--- config.mk ---
export PLATFORM = sky130hd
export DESIGN_NAME = wide_add_seq
export DESIGN_NICKNAME = d
export VERILOG_FILES = /design/src/rtl/wide_add_seq.sv
export SDC_FILE = /design/constraint.sdc
export NUM_CORES = 1
export LEC_CHECK = 0
export CAP_MARGIN = 15
export CORE_AREA = 2 2 194 196
export DETAILED_ROUTE_END_ITERATION = 12
export DIE_AREA = 0 0 196 198
export PLACE_DENSITY = 0.82
export REMOVE_ABC_BUFFERS = 1
export SLEW_MARGIN = 40
export SYNTH_ARGS = -nofsm -noshare
export SYNTH_HDL_FRONTEND = slang
export SYNTH_SLANG_ARGS = --single-unit
--- constraint.sdc ---
create_clock -name clk -period 2.4 [get_ports clk]
set_input_delay 0.48 -clock clk [delete_from_list [all_inputs] [get_ports clk]]
set_output_delay 0.48 -clock clk [all_outputs]
set_load 0.02 [all_outputs]
--- src/rtl/wide_add_seq.sv ---
// Multi-cycle wide adder: registers two W-bit operands and sums them one word per cycle
// through an external word adder. Define WIDE_ADD_SEQ_SUB_EN to add the in_sub (A-B) mode.
module wide_add_seq #(
  parameter int DATA_WIDTH = 31,
  parameter int NUM_WORDS  = 4
) (
  input  logic                                  clk,
  input  logic                                  rst_n,
  // Both handshakes: a transfer happens on a rising edge where valid and ready are both
  // high; the producer holds its data stable while valid is high and ready is low.
  input  logic                                  in_valid,
  output logic                                  in_ready,
  input  logic [NUM_WORDS*(DATA_WIDTH+1)-1:0]   in_a,
  input  logic [NUM_WORDS*(DATA_WIDTH+1)-1:0]   in_b,
  input  logic                                  in_cin,
`ifdef WIDE_ADD_SEQ_SUB_EN
  input  logic                                  in_sub,
`endif
  output logic                                  out_valid,
  input  logic                                  out_ready,
  output logic [NUM_WORDS*(DATA_WIDTH+1)-1:0]   out_sum,
  output logic                                  out_cout,
  output logic                                  busy,
  output logic [DATA_WIDTH:0]                   add_a,
  output logic [DATA_WIDTH:0]                   add_b,
  output logic                                  add_cin,
  input  logic [DATA_WIDTH:0]                   add_s,
  input  logic                                  add_cout,
  output logic [1:0]                            dbg_state
);

  localparam int WB = DATA_WIDTH + 1;
  localparam int W  = NUM_WORDS * WB;
  localparam int KW = $clog2(NUM_WORDS) + 1;

  localparam logic [1:0] S_IDLE = 2'd0;
  localparam logic [1:0] S_RUN  = 2'd1;
  localparam logic [1:0] S_DONE = 2'd2;

  logic [1:0]    state_q, state_d;
  logic [KW-1:0] k_q, k_d;
  logic [W-1:0]  a_q, a_d;
  logic [W-1:0]  b_q, b_d;
  logic [W-1:0]  sum_q, sum_d;
  logic          carry_q, carry_d;
  logic          ready_en_q;

  logic [W-1:0]  b_cap;
  logic          c_cap;
  logic [WB-1:0] word_a, word_b;
  logic          last_word;

`ifdef WIDE_ADD_SEQ_SUB_EN
  // Subtraction is A + ~B + 1, so the carry-out doubles as "no borrow".
  assign b_cap = in_sub ? ~in_b : in_b;
  assign c_cap = in_sub | in_cin;
`else
  assign b_cap = in_b;
  assign c_cap = in_cin;
`endif

  always_comb begin
    word_a = '0;
    word_b = '0;
    for (int i = 0; i < NUM_WORDS; i++) begin
      if (k_q == KW'(i)) begin
        word_a = a_q[i*WB +: WB];
        word_b = b_q[i*WB +: WB];
      end
    end
  end

  assign last_word = (k_q == KW'(NUM_WORDS - 1));

  // ready_en_q keeps in_ready low until the first edge after reset release.
  assign in_ready  = ready_en_q && (state_q == S_IDLE);
  assign out_valid = (state_q == S_DONE);
  assign busy      = (state_q == S_RUN) || (state_q == S_DONE);
  assign out_sum   = sum_q;
  assign out_cout  = carry_q;
  assign add_a     = (state_q == S_RUN) ? word_a  : '0;
  assign add_b     = (state_q == S_RUN) ? word_b  : '0;
  assign add_cin   = (state_q == S_RUN) ? carry_q : 1'b0;
  assign dbg_state = state_q;

  always_comb begin
    state_d = state_q;
    k_d     = k_q;
    a_d     = a_q;
    b_d     = b_q;
    sum_d   = sum_q;
    carry_d = carry_q;
    case (state_q)
      S_IDLE: begin
        if (in_valid && in_ready) begin
          a_d     = in_a;
          b_d     = b_cap;
          carry_d = c_cap;
          k_d     = '0;
          state_d = S_RUN;
        end
      end
      S_RUN: begin
        for (int i = 0; i < NUM_WORDS; i++) begin
          if (k_q == KW'(i)) sum_d[i*WB +: WB] = add_s;
        end
        carry_d = add_cout;
        k_d     = k_q + KW'(1);
        if (last_word) state_d = S_DONE;
      end
      S_DONE: begin
        if (out_ready) state_d = S_IDLE;
      end
      default: state_d = S_IDLE;
    endcase
  end

  always_ff @(posedge clk or negedge rst_n) begin
    if (!rst_n) begin
      state_q    <= S_IDLE;
      k_q        <= '0;
      a_q        <= '0;
      b_q        <= '0;
      sum_q      <= '0;
      carry_q    <= 1'b0;
      ready_en_q <= 1'b0;
    end else begin
      state_q    <= state_d;
      k_q        <= k_d;
      a_q        <= a_d;
      b_q        <= b_d;
      sum_q      <= sum_d;
      carry_q    <= carry_d;
      ready_en_q <= 1'b1;
    end
  end

endmodule

==> flow_results.org, run 1 <==
** STA
- Adding up every negative setup slack in the final design gives -24.80 ns.
- Relative slew margins :: between 60% and 70%
- Unrepaired setup endpoints after global routing :: yes
- Final-report hold violation count :: 0
- Post-layout minimum cycle time :: between 2 and 3 ns
- For the pin with the worst max-slew slack, the measured transition is a little under 0.6 ns.
- For this run, the top clock speed supported by timing is between 300 and 400 MHz.
- Setup violations remaining at the end of the flow were counted as 64.
- Setup skew after layout :: between 0.01 and 0.015 ns
- Across all setup checks in the final design, the least slack found is -0.449 ns.
- Final Max Slew Viols :: 0
- Final critical-path share of the clock period :: 119%

** GRT
- Number of antenna violations at the first check in global routing :: 6
- Overall fraction of global-route tracks in use :: 28.3%
- Wire length of the first global-routing pass :: between 80 and 90 mm
- The total overflow left after global routing is 0.
- Vias in the first global route :: roughly 14000
- Maximum number of pins on one net before global-route repair :: 68

** Detailed routing
- In the final routed layout, each cell accounts on average for around 25 µm.
- The routed design has around 58 mm of wire.
- Detailed Route Iter0 Violations :: around 630
- DRC Markers :: 0
- The first detailed-routing pass ran for 5 iterations.
- The final route contains between 10000 and 15000 vias.
- Antenna Violating Nets Remaining :: 0
- Average vias per placed instance :: roughly 5.6

** Clock tree
- Clock tree synthesis found a total of approximately 390 sinks.
- Clock Pin Slew Worst Setup and Hold Paths :: ~0.06 ns
- Clock buffer count from CTS :: between 40 and 50
- Clock tree from TritonCTS :: built
- Worst-skew pair later-pin latency :: approximately 0.56 ns
- In this run the number of H-tree levels came out at 2.
- CTS placed an instance of sky130_fd_sc_hd__clkbuf_16 at the clock tree root.
- Maximum clock path buffer count :: 3

** Logic synthesis
- The synthesized netlist occupies a cell area of about 0.018 mm².
- Total of flip-flops plus latches after synthesis :: approximately 400
- Counting distinct cell types in the post-synthesis netlist gives 32.
- The most used flip-flop cell after synthesis is sky130_fd_sc_hd__dfrtp_1.
- For this run, the number of Yosys warnings is 0.
- The biggest area contributor in the post-synthesis netlist is sky130_fd_sc_hd__dfrtp_1.
- Mean instance size in the synthesized netlist :: roughly 14 µm²
- Among all cell types in the netlist, the one instantiated most often is sky130_fd_sc_hd__dfrtp_1.
- Sequential elements use roughly 55% of the synthesized area.
- Synthesis produced a netlist whose cell count is around 1200.
- Sorting the synthesized cells by area gives the leading types as sky130_fd_sc_hd__dfrtp_1, sky130_fd_sc_hd__mux2_4, sky130_fd_sc_hd__mux2_2, sky130_fd_sc_hd__a32o_1, sky130_fd_sc_hd__nand2b_1.
- Yosys mapped a number of flops with a built-in enable equal to 0.
- The commonest cells after synthesis are sky130_fd_sc_hd__dfrtp_1, sky130_fd_sc_hd__mux2_4, sky130_fd_sc_hd__mux2_2, sky130_fd_sc_hd__nand2_1.
- After synthesis, the share of flip-flops with an asynchronous set or reset is between 90% and 100%.
- Of the post-synthesis cell area, the dominant cell type holds around 55%.

** Hold path
- Hold/Removal Path Class :: in -> async

** Setup path
- Required time at the worst-slack endpoint :: around 1.9 ns
- Of all nets on the critical path, the largest fanout is 7.
- Worst Setup Start Kind :: flop
- Crit path capture type :: output port
- Arr. time, crit path :: roughly 2.4 ns
- The critical path is of the reg -> out type.

** Place
- Post-Place Worst Slack :: -0.361 ns
- Total cell area at the placement stage :: approximately 0.024 mm²
- At the end of routability-driven placement, the weighted congestion stood at 0.901.
- Buffers added on ports :: a little under 500
- The HPWL after detailed placement is ~37 mm.

** Outcome
- Violated checks :: negative setup slack
- The flow ran to the end, but the final reports show violations.

** Die
- Die Width :: 196 µm
- Initial core utilization :: ~48%
- Die Y :: slightly below 200 µm
- Row generation in the floorplan step produced about 70 rows.
- Die area :: slightly below 0.04 mm²
- In this run the count of I/O pins placed on the die edge is approximately 490.
- The floorplan step defined a core boundary enclosing between 0.03 and 0.04 mm².

** Layout
- Fillers :: around 2300
- Synthesis-to-layout area growth :: 48.8%
- Post-route core utilization :: 71.4%
- Final #Nets :: ~2100
- Final instance area :: around 0.026 mm²
- The post-route netlist has a little over two fifths of its cells at a drive strength greater than 1.

** Power and ir drop
- The worst-case IR drop observed on VDD is 0.000816 V.
- Power density over cell area :: 1460 mW/mm²
- Static Leakage :: roughly 12 nW

** Run
- The tool flagged a number of max-cap violations equal to 0.
per-layer routing:
layer | wire (µm) | GRT usage (%) | vias up | part of all wire (%)
met5 | 11 | 0 | - | 0.019
met4 | 2220 | 11.9 | 2 | 3.8
met3 | 4540 | 7.73 | 138 | 7.8
met2 | 28900 | 47.5 | 602 | 50
met1 | 22400 | 34.7 | 6610 | 39
li1 | - | - | 5627 | -
area by class of cell:
class | count | area (µm²) | area share (%)
tap | 474 | 593 | 2.25
inverter | 6 | 25.0 | 0.0949
clock inverter | 13 | 134 | 0.507
clock buffer | 57 | 1170 | 4.43
antenna | 7 | 17.5 | 0.0664
sequential | 391 | 9790 | 37.1
multi-input combinational | 749 | 7730 | 29.3
timing repair buffer | 638 | 6920 | 26.2
layout by cell type, fill, tap and decap left out, types with 3 or more instances in the layout:
cell | synthesis | routed
sky130_fd_sc_hd__clkbuf_8 | 0 | 4
sky130_fd_sc_hd__buf_16 | 0 | 7
sky130_fd_sc_hd__a21oi_1 | 66 | 24
sky130_fd_sc_hd__clkbuf_1 | 29 | 10
sky130_fd_sc_hd__inv_1 | 6 | 3
sky130_fd_sc_hd__nand2b_1 | 64 | 64
sky130_fd_sc_hd__buf_6 | 25 | 73
sky130_fd_sc_hd__clkinvlp_4 | 0 | 3
sky130_fd_sc_hd__ha_4 | 0 | 6
sky130_fd_sc_hd__clkdlybuf4s50_1 | 0 | 423
sky130_fd_sc_hd__clkinv_2 | 0 | 5
sky130_fd_sc_hd__mux2_2 | 186 | 186
sky130_fd_sc_hd__buf_8 | 2 | 10
sky130_fd_sc_hd__buf_2 | 28 | 3
sky130_fd_sc_hd__a32o_2 | 0 | 50
sky130_fd_sc_hd__clkbuf_16 | 0 | 53
sky130_fd_sc_hd__dlygate4sd2_1 | 0 | 3
sky130_fd_sc_hd__buf_12 | 0 | 33
sky130_fd_sc_hd__buf_4 | 0 | 75
sky130_fd_sc_hd__dfrtp_1 | 391 | 389
sky130_fd_sc_hd__a21oi_2 | 0 | 36
sky130_fd_sc_hd__o21ai_0 | 66 | 7
sky130_fd_sc_hd__a21oi_4 | 0 | 6
sky130_fd_sc_hd__diode_2 | 0 | 7
sky130_fd_sc_hd__o21ai_1 | 0 | 54
sky130_fd_sc_hd__mux2_4 | 200 | 200
sky130_fd_sc_hd__a32o_1 | 64 | 14
sky130_fd_sc_hd__nand2_1 | 71 | 70
sky130_fd_sc_hd__and2_4 | 1 | 3
sky130_fd_sc_hd__ha_1 | 9 | 3
sky130_fd_sc_hd__o21ai_2 | 0 | 5
flip-flops by register name, indices dropped and copies added (netlist names):
register,flops
dbg_state,2
out_cout,1
out_sum,128
b_q,128
ready_en_q,1
k_q,3
a_q,128
kinds of logic after synthesis:
| logic type | share of synthesized area [%] |
|---|---|
| flops | 55.2 |
| mux | 28.8 |
| compound gates | 7.66 |
| simple gates | 4.23 |
| buf+inv | 3.44 |
| fa+ha+maj | 0.635 |
| other cells | 0.0211 |
| xor+xnor | 0.0494 |
metrics by stage:
step                hold WS (ns)  std cells  total power, mW
floorplan                  0.184       1145             21.6
global placement           0.480       2214             28.6
CTS                        0.485       2314             37.2
global route               0.509       2333             40.2
detailed placement         0.485       2214             29.1
finish                     0.493       2335             38.6
final timing paths:
path | from | to | slack (ns) | cells past startpoint
min | rst_n | a_q[70] | 0.49 | 2
max in group asynchronous | rst_n | b_q[3] | 1.09 | 3
min in group clk | a_q[82] | a_q[82] | 0.50 | 1
min reg2reg | a_q[82] | a_q[82] | 0.50 | 1
max reg2reg | k_q[0] | out_sum[121] | 0.34 | 7
max | k_q[1] | add_b[1] | -0.45 | 9
where the power goes:
part / total (mW) / internal [mW] / switching [mW]
Clock: 6.31 / 3.62 / 2.69
Sequential: 12.2 / 9.99 / 2.20
Combinational: 20.1 / 11.2 / 8.83
critical path, cell delays in order (launching register included):
cell and delay [ns]:
sky130_fd_sc_hd__dfrtp_2 0.44, sky130_fd_sc_hd__buf_6 0.13, sky130_fd_sc_hd__ha_4 0.19, sky130_fd_sc_hd__buf_12 0.17, sky130_fd_sc_hd__buf_12 0.14, sky130_fd_sc_hd__buf_8 0.13, sky130_fd_sc_hd__a21oi_2 0.10, sky130_fd_sc_hd__o21ai_1 0.08
sky130_fd_sc_hd__a32o_2 0.29, sky130_fd_sc_hd__buf_6 0.13
timing repair:
item                       4_1_cts  5_1_grt
gates cloned                    11       12
setup endpoints to repair       68       66
hold endpoints to repair        51        0
gates resized for setup        464      146
buffers inserted                18        6
hold buffers                     1        0
pin swaps                       21       13
Note: power is estimated with default switching activity, not from simulation.
==> inputs of run 2 (changes only) <==
--- a/config.mk
+++ b/config.mk
@@ -5,12 +5,14 @@
 export SDC_FILE = /design/constraint.sdc
 export NUM_CORES = 1
 export LEC_CHECK = 0
+export ABC_AREA = 1
 export CAP_MARGIN = 15
-export CORE_AREA = 2 2 194 196
+export CORE_AREA = 2 2 186 206
 export DETAILED_ROUTE_END_ITERATION = 12
-export DIE_AREA = 0 0 196 198
+export DIE_AREA = 0 0 188 208
 export PLACE_DENSITY = 0.82
 export REMOVE_ABC_BUFFERS = 1
+export SETUP_SLACK_MARGIN = 0.1
 export SLEW_MARGIN = 40
 export SYNTH_ARGS = -nofsm -noshare
 export SYNTH_HDL_FRONTEND = slang
==> run 2 against run 1 <==
Compared with the run above: the run still ends with negative setup slack left; fmax decreased by 0.62%; sequential cell count unchanged; power increased by 2.8%; non-clock buffer count rose by 17; via count grew 45%; combinational power rose by 3%; routed wire length rose by 22%; critical path depth increased by 5; global-route usage rose by 5.3 points; first-iteration DRC count rose to 2.9 times the previous value; die area grew 0.76%; clock skew rose by 0.0028 ns; highest routed layer unchanged.
==> flow_results.org, run 2 <==
** Logic synthesis
- Sorting the synthesized cells by how often they occur yields sky130_fd_sc_hd__nand2_1, sky130_fd_sc_hd__dfrtp_1, sky130_fd_sc_hd__nand3_1, sky130_fd_sc_hd__o21ai_0, sky130_fd_sc_hd__buf_2.
- During synthesis, Yosys emitted a total of 0 warnings.
- Ys async rst share :: 100%
- Cell count after synthesis :: approximately 2300
- Most frequent cell after synthesis :: sky130_fd_sc_hd__nand2_1
- In this run, synthesis inferred 0 flip-flops with an integrated enable.
- The synthesized design devotes to its leading area cell type between 50% and 60% of total area.
- Mean instance size in the synthesized netlist :: between 7 and 8 µm²
- Synthesis inferred 391 register bits.
- Summing the sequential cell areas from Yosys gives between 50% and 60% of the chip area.
- Flip-flop cell with the highest count after synthesis :: sky130_fd_sc_hd__dfrtp_1
- Unique masters post-synth :: 18
- Post-synth design cell area :: approximately 0.018 mm²
- Of all cell types, the one taking the most synthesized area is sky130_fd_sc_hd__dfrtp_1.
- Sorting the synthesized cells by area gives the leading types as sky130_fd_sc_hd__dfrtp_1, sky130_fd_sc_hd__nand2_1, sky130_fd_sc_hd__nand3_1, sky130_fd_sc_hd__o21ai_0, sky130_fd_sc_hd__buf_2.

** Die
- Ports :: 493
- Die Width :: 188 µm
- The floorplan step set the die height to around 210 µm.
- The die covers approximately 0.04 mm².
- The floorplan has 74 rows.
- Initial core utilization :: about half
- In this run the standard cell core region covers about 0.037 mm².

** Place
- The congestion estimate from routability-driven global placement came to roughly 0.9.
- Total cell area at the placement stage :: around 0.024 mm²
- DP Wirelength :: ~42 mm
- During placement, the flow inserted port buffers numbering 492.

** Power and ir drop
- IR analysis of the VDD net gives a maximum drop of approximately 0.00095 V.
- For this design the static power due to leakage is between 10 and 15 nW.
- In this run the power density over the cells is between 1000 and 1500 mW/mm².

** Detailed routing
- For this block, the initial DRC count from the detailed router was 1835.
- For this run, the detailed router's first-pass iteration total came to 6.
- Average vias per placed instance :: ~5.6
- The final layout contains routed wiring with a total length of 71.0 mm.
- DRC Markers :: 0
- In the final routed layout, each cell accounts on average for about 21 µm.
- The detail route stage leaves a number of antenna-violating nets equal to 0.
- The routed layout has around 19000 vias.

** STA
- Final setup violating endpoints :: 64
- Post-layout minimum cycle time :: about 2.9 ns
- Measured slew at the worst slew-check pin :: 0.742 ns
- After layout, the worst path uses 119% of the clock period.
- Hold timing on the final database bottoms out at a slack of 0.477 ns.
- Final Max Slew Viols :: 0
- Top achievable clock speed :: approximately 350 MHz
- The number of failing hold endpoints at the final stage came to 0.
- Measured against its own limit, the worst slew margin works out to 50.0%.
- Setup skew after layout :: roughly 0.016 ns
- In the post-route analysis, the smallest setup slack over all paths is -0.467 ns.
- Setup repair after global routing could not meet its margin everywhere.

** Layout
- For this run, the post-layout net count is around 3100.
- The post-route netlist has 17.9% of its cells at a drive strength greater than 1.
- Most frequent cells in the layout :: sky130_fd_sc_hd__nand2_1, sky130_fd_sc_hd__clkdlybuf4s50_1, sky130_fd_sc_hd__dfrtp_1
- The library cell used most frequently in the layout, excluding fill and tap cells, is sky130_fd_sc_hd__nand2_1.
- The area growth from synthesis to layout is 53.9%.
- Post-route core utilization :: approximately 75%
- With fillers left out, the area of the finished cells amounts to around 0.028 mm².

** Setup path
- STA puts the critical path data required time at ~1.9 ns.
- At the worst endpoint, the arrival time is ~2.4 ns.
- Maximum fanout encountered on the critical timing path :: 5
- The worst setup path is captured at an output port.
- Worst Setup Start Kind :: flop
- Worst setup path class :: reg -> out

** GRT
- Vias in the first global route :: ~19000
- Number of antenna violations at the first check in global routing :: 15
- Entering global routing, the biggest net connects between 150 and 200 pins.
- Overall fraction of global-route tracks in use :: approximately 34%
- Remaining global-route overflow :: 0
- Wire length of the first global-routing pass :: 103 mm

** Hold path
- The tightest min-delay check is of the reg -> reg type.

** Clock tree
- Clock tree from TritonCTS :: built
- For the worst-skew pair, the clock arrives at the later sink with an insertion delay of around 0.55 ns.
- H-tree depth reported by CTS :: 2
- Number of sinks on the clock net :: between 300 and 400
- Cell at the root of the clock tree :: sky130_fd_sc_hd__clkbuf_16
- Maximum clock path buffer count :: 3
- Clock Pin Slew Worst Setup and Hold Paths :: roughly 0.060 ns
- Buffers inserted during clock tree synthesis total 42.

** Outcome
- Violated checks :: negative setup slack
- The run finished, with violations left.

** Run
- Number of max-cap violations :: 0
-- run 2: cell count changes after synthesis, sizes merged, moves of 5 or more --
cell and change:
nor2 +5, a21oi -65, o21ai +132, inv +111
nand2b -64, clkinv +59, a32o -64, buf +68
mux2 -386, nand2 +904, nand3 +387
-- run 2: metal layers --
metal / track usage (%) / vias up / wire length, µm
li1: - / 8356 / -
met1: 40.1 / 8927 / 24800
met2: 54.3 / 1248 / 33500
met3: 11.0 / 279 / 8790
met4: 17.6 / 6 / 3850
met5: 0 / - / 32
-- run 2: timing repair --
| item | 4_1_cts | 5_1_grt |
|---|---|---|
| cloned | 17 | 8 |
| pin swaps | 29 | 133 |
| endpoints found under the setup margin | 68 | 66 |
| buffers inserted | 36 | 19 |
| gates resized for setup | 495 | 220 |
| hold buffers | 1 | 0 |
| hold endpoints to repair | 47 | 0 |
-- run 2: worst paths after layout --
| kind | from | slack [ns] | endpoint | cells after the start |
|---|---|---|---|---|
| min in group asynchronous | rst_n | 0.51 | a_q[110] | 2 |
| max in group asynchronous | rst_n | 1.06 | a_q[90] | 3 |
| worst min-delay path | a_q[95] | 0.48 | a_q[95] | 2 |
| worst min register to register | a_q[95] | 0.48 | a_q[95] | 2 |
| worst max-delay path | k_q[0] | -0.47 | add_b[29] | 14 |
| worst max register to register | dbg_state[0] | 0.17 | b_q[48] | 9 |
-- run 2: final cells by class --
cell class | instances | area (µm²)
diodes | 12 | 30.0
clock buffers | 59 | 1250
clock inverters | 16 | 235
fillers | 2408 | 9290
inverters | 176 | 719
multi-input cells | 1578 | 7620
flip-flops and latches | 391 | 9780
well taps | 494 | 618
repair buffers | 655 | 7380
repair inverters | 2 | 17.5
-- run 2: worst max-delay path, cell delays in order, from the launching register on --
cell                      delay (ns)
sky130_fd_sc_hd__dfrtp_1        0.39
sky130_fd_sc_hd__ha_2           0.22
sky130_fd_sc_hd__ha_4           0.16
sky130_fd_sc_hd__inv_2          0.06
sky130_fd_sc_hd__nand2_4        0.06
sky130_fd_sc_hd__inv_6          0.08
sky130_fd_sc_hd__buf_6          0.13
sky130_fd_sc_hd__buf_16         0.12
sky130_fd_sc_hd__buf_8          0.13
sky130_fd_sc_hd__buf_6          0.11
sky130_fd_sc_hd__o21ai_2        0.04
sky130_fd_sc_hd__inv_1          0.06
sky130_fd_sc_hd__nand2_1        0.05
sky130_fd_sc_hd__nand2_1        0.10
sky130_fd_sc_hd__buf_6          0.13
-- run 2: cells by family (layout without fill, tap and decap cells) --
group / Yosys count / after routing / share of synthesized area (%)
AOI/OAI and AO/OA: 199 / 199 / 5.54
DFF: 391 / 391 / 54.4
and+or+nand+nor: 1369 / 1369 / 31.3
buffers and inverters: 339 / 908 / 8.02
other: 1 / 13 / 0.0209
adders and majority gates: 9 / 9 / 0.627
-- run 2: stage by stage --
step           total power, mW   TNS, ns  worst slack [ns]  std cells
2_1_floorplan             19.8  -1140.06             -4.64       2145
3_3_place_gp              26.9    -12.51            -0.238       3217
3_5_place_dp              27.3    -15.07            -0.282       3217
4_1_cts                   37.0    -20.90            -0.434       3345
5_1_grt                   41.6    -26.40            -0.515       3383
6_report                  39.6    -21.51            -0.467       3383
-- run 2: where the power goes --
part / total (mW) / switching, mW / internal [mW]
registers: 11.9 / 2.11 / 9.77
clock network: 7.02 / 2.75 / 4.27
logic: 20.7 / 11.4 / 9.38
==> inputs of run 3 (changes only) <==
--- a/config.mk
+++ b/config.mk
@@ -17,3 +17,4 @@
 export SYNTH_ARGS = -nofsm -noshare
 export SYNTH_HDL_FRONTEND = slang
 export SYNTH_SLANG_ARGS = --single-unit
+export TNS_END_PERCENT = 10
==> run 3 against run 2 <==
Compared with the run above: final area shrank 4.7%; the flow still finishes with violations (negative setup slack); cell count is 1.4% lower; core utilization is 3.5 points lower; highest routed layer unchanged.
==> flow_results.org, run 3 (synthesis gave the netlist of run 2 again) <==
** GRT
- Remaining global-route overflow :: 0
- Entering global routing, the biggest net connects ~160 pins.
- Number of antenna violations at the first check in global routing :: 13
- Global routing used a little under a third of the available tracks across all layers.
- The first global-routing pass estimated 97.8 mm of wire.
- The via count of the first global-routing pass is about 18000.

** Outcome
- The flow ran to the end, but the final reports show violations.
- Violated checks :: negative setup slack

** Clock tree
- Clock Pin Slew Worst Setup and Hold Paths :: about 0.06 ns
- Clock buffer count from CTS :: 42
- TritonCTS built the clock tree.
- Number of sinks on the clock net :: just under 400
- Cell at the root of the clock tree :: sky130_fd_sc_hd__clkbuf_16
- Counting along the longest clock path gives a buffer depth of 3.
- H-tree depth reported by CTS :: 2
- For the worst-skew pair, the clock arrives at the later sink with an insertion delay of roughly 0.56 ns.

** STA
- At the pin with the least slew margin, the transition time is around 0.76 ns.
- Setup TNS :: -18.53 ns
- Relative slew margins :: 48.6%
- Setup repair after global routing could not meet its margin everywhere.
- Final worst-path setup slack :: -0.356 ns
- After layout, the minimum clock period comes to 2.76 ns.
- The worst path uses 115% of the clock period.
- Derived from the worst setup path, the maximum achievable clock frequency is 363 MHz.
- On the final layout, the worst clock skew is 0.0132 ns.
- Final setup violating endpoints :: between 60 and 70
- Final-report hold violation count :: 0
- Final Max Slew Viols :: 0

** Detailed routing
- DRC Markers :: 0
- After detailed routing, the average wire length per cell comes to approximately 20 µm.
- After detailed routing, the number of vias per cell comes to 5.46.
- Once detail routing completed, the nets flagged for antenna violations numbered 0.
- Detailed routing inserted a total of 18200 vias.
- Number of iterations in the first detailed-routing pass :: 6
- After detailed routing, the total wire length is between 60 and 70 mm.
- Detailed Route Iter0 Violations :: ~1700

** Run
- Across the run, the number of max-cap violations was 0.

** Die
- Die area :: 0.0391 mm²
- Initial core utilization :: between 40% and 50%
- During I/O placement, the number of pins put on the boundary was around 490.
- Placeable core region :: ~0.037 mm²
- The floorplan step set the die height to ~210 µm.
- Count of standard-cell rows :: between 70 and 80
- Measured along the x axis, the die boundary spans about 190 µm.

** Layout
- Leaving out fill and tap cells, the most frequent cell in the layout is sky130_fd_sc_hd__nand2_1.
- Fraction of final layout cells sized beyond drive strength 1 :: between 10% and 20%
- Relative to the synthesized area, the layout overhead comes to 46.6%.
- In the layout the commonest cells are sky130_fd_sc_hd__nand2_1, sky130_fd_sc_hd__clkdlybuf4s50_1, sky130_fd_sc_hd__dfrtp_1.
- Non-filler instance count after layout :: approximately 3300
- For this run, the post-layout net count is approximately 3100.
- Cells fill 71.3% of the core in the end.
- After filler insertion, the fill cell instance count of the layout stands at approximately 2700.

** Setup path
- The worst register-to-register path has a setup slack of ~0.40 ns.
- The setup path with the least slack is of type reg -> out.
- Crit path capture type :: output port
- The worst setup path is launched from a flop.
- Data arrives at the worst endpoint at between 2 and 2.5 ns.
- Maximum fanout encountered on the critical timing path :: 5
- Required time at the worst-slack endpoint :: approximately 1.9 ns

** Place
- Placer's final routability congestion estimate :: 0.909
- Placed cell count :: around 3200
- DP Wirelength :: ~42 mm
- Buffers added on ports :: ~500

** Hold path
- The path class of the tightest hold or removal check is in -> async.

** Power and ir drop
- IR analysis of the VDD net gives a maximum drop of roughly 0.00094 V.
- Summing internal, switching and leakage power gives about 37 mW.
- Power density over cell area :: 1400 mW/mm²
- Static Leakage :: between 10 and 15 nW
==> run 3: cell types whose count changed in the layout (fill, tap and decap cells not counted), moves of 16 or more <==
cell                       change
sky130_fd_sc_hd__nand3_1      +51
sky130_fd_sc_hd__nand2_1      +40
sky130_fd_sc_hd__nand3_2      -39
sky130_fd_sc_hd__nand2_2      -37
sky130_fd_sc_hd__buf_6        -22
sky130_fd_sc_hd__inv_2        -19
sky130_fd_sc_hd__o21ai_2      -19
sky130_fd_sc_hd__clkinv_1     +16
==> run 3: final cells by class <==
type                            count  area [µm²]  area share [%]
Sequential cell                   391        9780            37.1
Antenna cell                        9        22.5          0.0855
Inverter                          176         712            2.70
Timing Repair Buffer              612        6650            25.3
Clock inverter                     16         235           0.893
Tap cell                          494         618            2.35
Multi-Input combinational cell   1578        7070            26.8
Clock buffer                       59        1250            4.74
==> run 3: layer usage <==
| layer | up-vias | track usage (%) | routed length, µm |
|---|---|---|---|
| met5 | - | 0 | 45 |
| met2 | 1044 | 51.4 | 31400 |
| li1 | 8253 | - | - |
| met1 | 8681 | 38.3 | 23800 |
| met4 | 8 | 14.6 | 3000 |
| met3 | 223 | 10.3 | 7500 |
==> run 3: path summary, 6_finish.rpt <==
kind                               from        end  cells past startpoint
setup reg to reg           dbg_state[1]     k_q[1]                      7
hold / removal                    rst_n   a_q[110]                      2
min in group clk               in_a[77]    a_q[77]                      3
max in group asynchronous         rst_n     b_q[9]                      3
setup / recovery                 k_q[0]  add_b[11]                     13
hold reg to reg                 a_q[76]    a_q[76]                      2
==> run 3: stage by stage <==
| stage | setup WS (ns) | hold WS [ns] | instance area [µm²] |
|---|---|---|---|
| detailed placement | -0.282 | 0.460 | 23800 |
| global placement | -0.238 | 0.457 | 23800 |
| global route | -0.473 | 0.481 | 26300 |
| floorplan | -4.64 | 0.184 | 17200 |
| CTS | -0.488 | 0.463 | 25600 |
| finish | -0.356 | 0.476 | 26300 |
==> run 3: worst max-delay path, cell delays in order (launching register included) <==
cell and delay, ns:
sky130_fd_sc_hd__dfrtp_1 0.39, sky130_fd_sc_hd__buf_6 0.14, sky130_fd_sc_hd__inv_8 0.06, sky130_fd_sc_hd__ha_4 0.12
sky130_fd_sc_hd__inv_2 0.04, sky130_fd_sc_hd__nor2_4 0.15, sky130_fd_sc_hd__buf_6 0.14, sky130_fd_sc_hd__buf_12 0.12
sky130_fd_sc_hd__clkbuf_16 0.14, sky130_fd_sc_hd__nand3_1 0.07, sky130_fd_sc_hd__nand2_1 0.07, sky130_fd_sc_hd__nand2_1 0.08
sky130_fd_sc_hd__nand2_1 0.09, sky130_fd_sc_hd__buf_6 0.12
==> run 3: report_power, final <==
| group | internal (mW) | leakage [nW] | switching, mW |
|---|---|---|---|
| Sequential | 9.76 | 4.80 | 1.91 |
| Clock | 4.27 | 0.730 | 2.73 |
| Combinational | 7.95 | 8.09 | 10.2 |
| Total | 22.0 | 13.6 | 14.9 |
==> run 3: what timing repair did <==
action / CTS / global route
endpoints found under the setup margin: 68 / 65
gates cloned: 4 / 13
hold endpoints to repair: 47 / 0
pin swaps: 5 / 41
hold buffers: 1 / 0
setup buffers: 4 / 13
gates resized for setup: 392 / 119
